### src/rtl/mem_port_arbiter_pkg.sv
// Shared types and elaboration helpers for the memory port arbiter family.
package mem_arb_pkg;

  typedef enum logic {
    IDLE = 1'b0,
    BUSY = 1'b1
  } arb_state_e;

  // Ceiling log2, used to validate select and counter widths at elaboration.
  function automatic int clog2(input int n);
    int r;
    r = 0;
    while ((1 << r) < n) r++;
    return r;
  endfunction

endpackage

### src/rtl/mem_port_arbiter_if.sv
// Requester/memory handshake bundle between the arbiter and its clients.
interface mem_port_arbiter_if #(
  parameter int N_REQ     = 4,
  parameter int SEL_WIDTH = 2
);
  logic [N_REQ-1:0]     req;
  logic [SEL_WIDTH-1:0] sel;
  logic [N_REQ-1:0]     gnt;
  logic                 mem_req;
  logic                 mem_ready;
  logic [N_REQ-1:0]     done;
  logic                 err;
  logic                 busy;

  modport master (
    input  req, mem_ready,
    output sel, gnt, mem_req, done, err, busy
  );

  modport slave (
    output req, mem_ready,
    input  sel, gnt, mem_req, done, err, busy
  );
endinterface

### src/rtl/mem_port_arbiter_rr_pick.sv
// Combinational round-robin search: first set request after last_i, wrapping.
module rr_pick #(
  parameter int N_REQ     = 4,
  parameter int SEL_WIDTH = 2
) (
  input  logic [N_REQ-1:0]     req_i,
  input  logic [SEL_WIDTH-1:0] last_i,
  output logic [SEL_WIDTH-1:0] winner_o,
  output logic                 valid_o
);

  function automatic logic [SEL_WIDTH-1:0] wrapIdx(input logic [SEL_WIDTH-1:0] base, input int k);
    return SEL_WIDTH'((int'(base) + k) % N_REQ);
  endfunction

  // Walk from the farthest candidate to the nearest so the nearest set bit wins.
  always_comb begin
    winner_o = '0;
    valid_o  = 1'b0;
    for (int k = N_REQ; k >= 1; k--) begin
      if (req_i[wrapIdx(last_i, k)]) begin
        winner_o = wrapIdx(last_i, k);
        valid_o  = 1'b1;
      end
    end
  end

endmodule

### src/rtl/mem_port_arbiter.sv
// Round-robin owner selection and single-outstanding memory handshake with timeout.
module mem_port_arbiter
  import mem_arb_pkg::*;
#(
  parameter int N_REQ     = 4,
  parameter int SEL_WIDTH = 2,
  parameter int TIMEOUT   = 255,
  parameter int CNT_WIDTH = 8
) (
  input  logic               clk,
  input  logic               rst_n,
  mem_port_arbiter_if.master arb_io
);

  if (SEL_WIDTH != ((clog2(N_REQ) < 1) ? 1 : clog2(N_REQ))) begin : gen_badSelWidth
    $error("mem_port_arbiter: SEL_WIDTH does not match N_REQ");
  end
  if (N_REQ < 2 || N_REQ > 16) begin : gen_badNReq
    $error("mem_port_arbiter: N_REQ out of range");
  end
  if (TIMEOUT < 1 || clog2(TIMEOUT + 1) > CNT_WIDTH) begin : gen_badTimeout
    $error("mem_port_arbiter: TIMEOUT does not fit CNT_WIDTH");
  end

  arb_state_e           state_q;
  logic [SEL_WIDTH-1:0] sel_q;
  logic [SEL_WIDTH-1:0] last_q;
  logic [N_REQ-1:0]     gnt_q;
  logic [N_REQ-1:0]     done_q;
  logic                 memReq_q;
  logic                 err_q;
  logic                 busy_q;
  logic [CNT_WIDTH-1:0] cnt_q;

  logic [SEL_WIDTH-1:0] pickIdx;
  logic                 pickValid;

  rr_pick #(
    .N_REQ    (N_REQ),
    .SEL_WIDTH(SEL_WIDTH)
  ) u_rrPick (
    .req_i   (arb_io.req),
    .last_i  (last_q),
    .winner_o(pickIdx),
    .valid_o (pickValid)
  );

  // last_q resets to N_REQ-1 so requester 0 is the first candidate searched.
  always_ff @(posedge clk or negedge rst_n) begin
    if (!rst_n) begin
      state_q  <= IDLE;
      sel_q    <= '0;
      last_q   <= SEL_WIDTH'(N_REQ - 1);
      gnt_q    <= '0;
      done_q   <= '0;
      memReq_q <= 1'b0;
      err_q    <= 1'b0;
      busy_q   <= 1'b0;
      cnt_q    <= '0;
    end else begin
      done_q <= '0;
      err_q  <= 1'b0;
      case (state_q)
        IDLE: begin
          if (pickValid) begin
            sel_q    <= pickIdx;
            gnt_q    <= N_REQ'(1) << pickIdx;
            memReq_q <= 1'b1;
            busy_q   <= 1'b1;
            cnt_q    <= '0;
            state_q  <= BUSY;
          end
        end
        BUSY: begin
          // A ready arriving on the timeout cycle still counts as a clean completion.
          if (arb_io.mem_ready || cnt_q == CNT_WIDTH'(TIMEOUT - 1)) begin
            done_q   <= gnt_q;
            err_q    <= !arb_io.mem_ready;
            gnt_q    <= '0;
            memReq_q <= 1'b0;
            busy_q   <= 1'b0;
            last_q   <= sel_q;
            state_q  <= IDLE;
          end else begin
            cnt_q <= cnt_q + CNT_WIDTH'(1);
          end
        end
        default: state_q <= IDLE;
      endcase
    end
  end

  assign arb_io.sel     = sel_q;
  assign arb_io.gnt     = gnt_q;
  assign arb_io.mem_req = memReq_q;
  assign arb_io.done    = done_q;
  assign arb_io.err     = err_q;
  assign arb_io.busy    = busy_q;

endmodule

### src/flat_wrapper.sv
// flat-port wrapper written by rule: the top's interface ports become plain ports
module mem_port_arbiter_flat import mem_arb_pkg::*;
#(
  parameter int N_REQ     = 4,
  parameter int SEL_WIDTH = 2,
  parameter int TIMEOUT   = 255,
  parameter int CNT_WIDTH = 8
)
  (clk, rst_n, arb_io_req, arb_io_mem_ready, arb_io_sel, arb_io_gnt, arb_io_mem_req, arb_io_done, arb_io_err, arb_io_busy);
  mem_port_arbiter_if #(.N_REQ(N_REQ), .SEL_WIDTH(SEL_WIDTH)) arb_io_i ();
  input  logic clk;
  input  logic rst_n;
  input wire logic [$bits(arb_io_i.req)-1:0] arb_io_req;
  input wire logic [$bits(arb_io_i.mem_ready)-1:0] arb_io_mem_ready;
  output wire logic [$bits(arb_io_i.sel)-1:0] arb_io_sel;
  output wire logic [$bits(arb_io_i.gnt)-1:0] arb_io_gnt;
  output wire logic [$bits(arb_io_i.mem_req)-1:0] arb_io_mem_req;
  output wire logic [$bits(arb_io_i.done)-1:0] arb_io_done;
  output wire logic [$bits(arb_io_i.err)-1:0] arb_io_err;
  output wire logic [$bits(arb_io_i.busy)-1:0] arb_io_busy;
  assign arb_io_i.req = arb_io_req;
  assign arb_io_i.mem_ready = arb_io_mem_ready;
  assign arb_io_sel = arb_io_i.sel;
  assign arb_io_gnt = arb_io_i.gnt;
  assign arb_io_mem_req = arb_io_i.mem_req;
  assign arb_io_done = arb_io_i.done;
  assign arb_io_err = arb_io_i.err;
  assign arb_io_busy = arb_io_i.busy;
  mem_port_arbiter #(.N_REQ(N_REQ), .SEL_WIDTH(SEL_WIDTH), .TIMEOUT(TIMEOUT), .CNT_WIDTH(CNT_WIDTH)) u_core (.clk(clk), .rst_n(rst_n), .arb_io(arb_io_i));
endmodule
### config.mk
export PLATFORM = sky130hd
export DESIGN_NAME = mem_port_arbiter_flat
export DESIGN_NICKNAME = d
export VERILOG_FILES = /design/src/rtl/mem_port_arbiter_pkg.sv /design/src/rtl/mem_port_arbiter_if.sv /design/src/rtl/mem_port_arbiter_rr_pick.sv /design/src/rtl/mem_port_arbiter.sv /design/src/flat_wrapper.sv
export SDC_FILE = /design/constraint.sdc
export NUM_CORES = 1
export LEC_CHECK = 0
export BUFFER_PORTS_ARGS = -buffer_cell sky130_fd_sc_hd__buf_4
export CORE_MARGIN = 8
export CORE_UTILIZATION = 47
export DETAILED_ROUTE_END_ITERATION = 12
export GPL_ROUTABILITY_DRIVEN = 0
export PLACE_DENSITY_LB_ADDON = 0.2
export SLEW_MARGIN = 25
export SYNTH_ARGS = -nofsm -noshare
export SYNTH_HDL_FRONTEND = slang
export SYNTH_SLANG_ARGS = --single-unit
### constraint.sdc
create_clock -name clk -period 2.9 [get_ports clk]
set_input_delay 0.29 -clock clk [delete_from_list [all_inputs] [get_ports clk]]
set_output_delay 0.29 -clock clk [all_outputs]
set_load 0.02 [all_outputs]
[Word level (Yosys, flattened, before mapping)]
Cells that the tools add are included.
W data, S select, Z words.
Cells by class
  add/sub/neg operators: 5
  magnitude comparators: 4
  equal/unequal tests: 4
  shifts and indexed selects: 1
  muxes and demuxes: 32
  bitwise gates (word level): 1
  reduce and logical (&&, ||, !) cells: 6
Operators by type and width (count)
  $mux W4: 4
  $mux W8: 2
  $pmux W8 S2: 1
  $mux W1: 14
  $lt A2 B3 Y1 const B: 4
  $add A8 B1 Y8 const B: 1
  $bmux W1 S2: 4
  $eq A8 B8 Y1 const B: 1
  $mux W2: 4
  $pmux W4 S2: 1
  $reduce_and A2 Y1: 4
  $add A2 B1 Y2 const B: 2
  $add A2 B2 Y2 const B: 2
  $ne A2 B2 Y1 const B: 2
  $pmux W1 S2: 2
  $shl A1 B2 Y4 const A: 1
  $ne A2 B1 Y1 const B: 1
  $logic_not A1 Y1: 1
  $logic_or A1 B1 Y1: 1
  $not A1 Y1: 1
Word-level totals
  register bits after elaboration: 23
  input bits: 7
  output and inout port bits: 13
  logic and storage cells: 61

[Logic depth before layout (Yosys ltp)]
  depth after elaboration: 10
  gate-level depth with buffers: 7
  mapped depth without buffers: 6

[Cells and area by module]
Synthesis repeated with hierarchy kept, for this count alone.
Unflattened totals
  cell total of the unflattened synthesis: 112
  area total of the unflattened synthesis: 1152.4 µm²
By module, submodules not included
  mem_port_arbiter: instances 1, cells each 98, area each 1061.0 µm², sequential area each 578.1 µm²
  rr_pick: instances 1, cells each 14, area each 91.3 µm², sequential area each 0.0 µm²

[Least setup slack after synthesis]
OpenSTA, ideal clock, no wires.
  path type: register -> register
  from: register u_core.cnt_q[0]
  to: register u_core.last_q[1]
  setup time: 85 ps
  arrival: 1473 ps
  required time: 2815 ps
  path slack: 1342 ps
  stages on the path, launching flop included: 8
  buffers on the path: 1
  clock period less this slack: 1558 ps
  path through: dfrtp_1 > inv_1 > ha_1 > nand3_1 > nor2_1 > o21ai_1 > buf_2 > mux2_1
Between the ends
  longest elaborated chain between the ends: 3
Ends and longest elaborated chain
  start, declared: line mem_port_arbiter.sv:33  | logic [CNT_WIDTH-1:0] cnt_q;
  start signal, assigned: line mem_port_arbiter.sv:85  | cnt_q <= cnt_q + CNT_WIDTH'(1);
  $eq A8 B8 Y1: line mem_port_arbiter.sv:76  | if (arb_io.mem_ready || cnt_q == CNT_WIDTH'(TIMEOUT - 1)) begin
  $logic_or A1 B1 Y1: line mem_port_arbiter.sv:76
  $reduce_and A2 Y1 (no line)
  end signal, assigned: line mem_port_arbiter.sv:53  | last_q <= SEL_WIDTH'(N_REQ - 1);
  end signal, assigned: line mem_port_arbiter.sv:82  | last_q <= sel_q;
  end, declared: line mem_port_arbiter.sv:27  | logic [SEL_WIDTH-1:0] last_q;
No other way between the ends.
A chain may end at the register's enable or synchronous reset.

[Worst setup path in the final report]
  from: register u_core.cnt_q[0]
  to: register u_core.last_q[0]
Same word-level chain as after synthesis.

==> impl_metrics.tcl <==
set metrics [dict create \
    rsz0062_at_grt "no" \
    layout.nets 129 \
    cts_buffer_depth 2 \
    ys_seq_elements 23 \
    synthCells 99 \
    hold_viol_final 0 \
    yosysUniqueCellTypes 36 \
    io_buffers 19 \
    irDropWorstVdd_mv 0.535 \
    drc 0 \
    synth-edff-count 0 \
    vias_per_cell 5.59 \
    post_cts_buffers 0 \
    htree_levels 1 \
    finalSetupTns_ns 0 \
    start_util_pct 49.4 \
    antenna_found_initial 0 \
    grt_use_met1_pct 11.3 \
    use_met3_pct 3.83 \
    drtPass1Iterations 4 \
    root_buffer "clkbuf_4" \
    worstPathMaxFanout 11 \
    gr-total-overflow 0 \
    vias 821 \
    grt_util_all_layers_pct 11.4 \
    rows 17 \
    drtIter0Drc 18 \
    synth-main-ff-cell "dfrtp_1" \
    cellLeakagePower_nw 0.614 \
    cts_tree "done" \
    required_ns 3.15 \
    grt.busiest_layer "met2" \
    cts_resized 0 \
    worstSetupStartpointType "flip-flop" \
    instances_no_fill 147 \
    ios 20 \
    die_h_um 64.2 \
    cts.clk_slew.worst_paths_ns 0.12 \
    path_class "flip-flop to flip-flop" \
    placedCellCount 142 \
    synth_area_per_cell_um2 11.0 \
    timing.hold.ws_ns 0.298 \
    numCtsBuffers 3 \
    cp-end-kind "flip-flop" \
    powerDensity_nw_per_um2 885 \
    finalWirelength_um 2120 \
    clock.fmax_mhz 512 \
    hp-class "input port to flip-flop" \
    clkLatencyLatePin_ns 0.30 \
    slew_headroom_pct 51.8 \
    cts_sinks 23 \
    fp.dieW_um 64.2 \
    finalCritPeriodShare_pct 67.4 \
    setup_violations 0 \
    finClkSkew_ns 0.000792 \
    post_drt_wl_per_cell_um 14.4 \
    worstMarginPinSlew_ns 0.719 \
    grt_start_max_net_pins 24 \
    dieArea_um2 4120 \
    synthArstFlopShare_pct 100 \
    yosysWarnings 0 \
    worstPathArrival_ns 2.20 \
    drive_gt1_share_pct 24.4 \
    grt_pass1_wl_um 3840 \
    area_growth_pct 17.5 \
    period_needed_ns 1.95 \
    syn_nets 108 \
    ys_seq_area_share_pct 52.9 \
    syn_area_um2 1090 \
    ant_nets 0 \
    utilization_pct 58.0 \
    grt_pass1_vias 875 \
    drv_slew 0 \
    outcome "complete, no violations" \
    coreArea_um2 2210 \
    antenna_cells 0 \
    holdBufCountCts 1 \
    dpl.hpwl_um 1550 \
    cap_violations 0 \
    use_met2_pct 20.7 \
]
critical path: stages, from the launching register on:
cell and delay (ns):
dfrtp_1 0.44, inv_1 0.06, ha_1 0.19, nand3_1 0.17, nor2_1 0.06, o21ai_1 0.57, mux2_2 0.40
synthesized netlist by cell type (2+ instances only):
cell type,n,area [um2]
a32o_1,4,40.0
nand2b_1,5,31.3
dfrtp_1,21,526
dfstp_2,2,52.6
ha_1,2,25.0
nand3_1,5,25.0
o21ai_0,4,20.0
o31ai_1,2,15.0
or4_1,2,15.0
inv_1,5,18.8
nor2_1,8,30.0
nand2_1,4,15.0
mux2i_1,4,40.0
a21o_1,5,37.5
buf_4,2,15.0
a21oi_1,4,20.0
final timing paths:
kind | from | endpoint | slack (ns) | cells after the start
max reg2reg | u_core.cnt_q[0]$_DFFE_PN0P_ | u_core.last_q[0]$_DFFE_PN1P_ | 0.95 | 6
min | arb_io_mem_ready | u_core.arb_io.err$_DFF_PN0_ | 0.30 | 3
min in group asynchronous | rst_n | u_core.arb_io.sel[0]$_DFFE_PN0P_ | 0.40 | 2
max in group asynchronous | rst_n | u_core.last_q[0]$_DFFE_PN1P_ | 2.22 | 2
max | u_core.cnt_q[0]$_DFFE_PN0P_ | u_core.last_q[0]$_DFFE_PN1P_ | 0.95 | 6
min reg2reg | u_core.cnt_q[7]$_DFFE_PN0P_ | u_core.cnt_q[7]$_DFFE_PN0P_ | 0.51 | 1
area by class of cell:
| cell class | instances | area, um2 |
|---|---|---|
| timing repair buffer | 20 | 153 |
| clock buffer | 3 | 22.5 |
| fill | 204 | 928 |
| clock inverter | 1 | 5.00 |
| multi-input combinational | 67 | 472 |
| tap | 28 | 35.0 |
| inverter | 5 | 18.8 |
| sequential | 23 | 578 |
layout by cell type, fill, tap and decap left out, drive strengths merged:
cell type,instances
nor3,1
clkinv,1
o21bai,1
a21oi,4
clkbuf,3
ha,2
nand3,5
a21o,5
a31oi,1
a21boi,1
or4,2
and2,1
nor2,8
buf,19
mux2i,4
o21a,1
dfrtp,21
a32o,4
nor3b,1
o2bb2ai,1
o21ai,5
o311ai,1
inv,5
nand2b,5
mux2,2
o41ai,1
dlygate4sd3,1
o31ai,2
and3,1
nand3b,1
o21ba,1
o22a,1
nand4,1
nand2,4
dfstp,2
state kept, by name, indices dropped and copies added (netlist names):
name and cells:
u_core.arb_io.gnt 4, u_core.arb_io.done 4, u_core.cnt_q 8, u_core.arb_io.sel 2, u_core.arb_io.err 1, u_core.state_q 1
u_core.last_q 2, u_core.arb_io.mem_req 1
per-stage QoR:
step	cell area, um2	setup WS [ns]	power (mW)
after global routing	1280	0.779	1.23
final	1280	0.946	1.14
after floorplan	1090	1.34	0.838
after CTS	1280	0.943	1.15
after detailed placement	1250	0.963	1.00
after global placement	1250	1.01	0.989
per-layer routing:
layer / wire length, um / up-vias
li1: - / 398
met1: 885 / 412
met2: 1130 / 9
met3: 89 / 2
met4: 14 / 0
met5: 0 / -
kinds of logic after synthesis:
group | synth area share, %
and+or+nand+nor | 14.8
AOI/OAI and AO/OA | 20.4
DFF | 52.9
buffers and inverters | 3.89
muxes | 5.73
adders and majority gates | 2.29
power by group:
| part | internal [mW] | switching (mW) | leakage (nW) |
|---|---|---|---|
| sequential | 0.427 | 0.0930 | 0.299 |
| clock | 0.0515 | 0.0937 | 0.0177 |
| combinational | 0.213 | 0.258 | 0.297 |
Power figures use the tool's default switching activity.
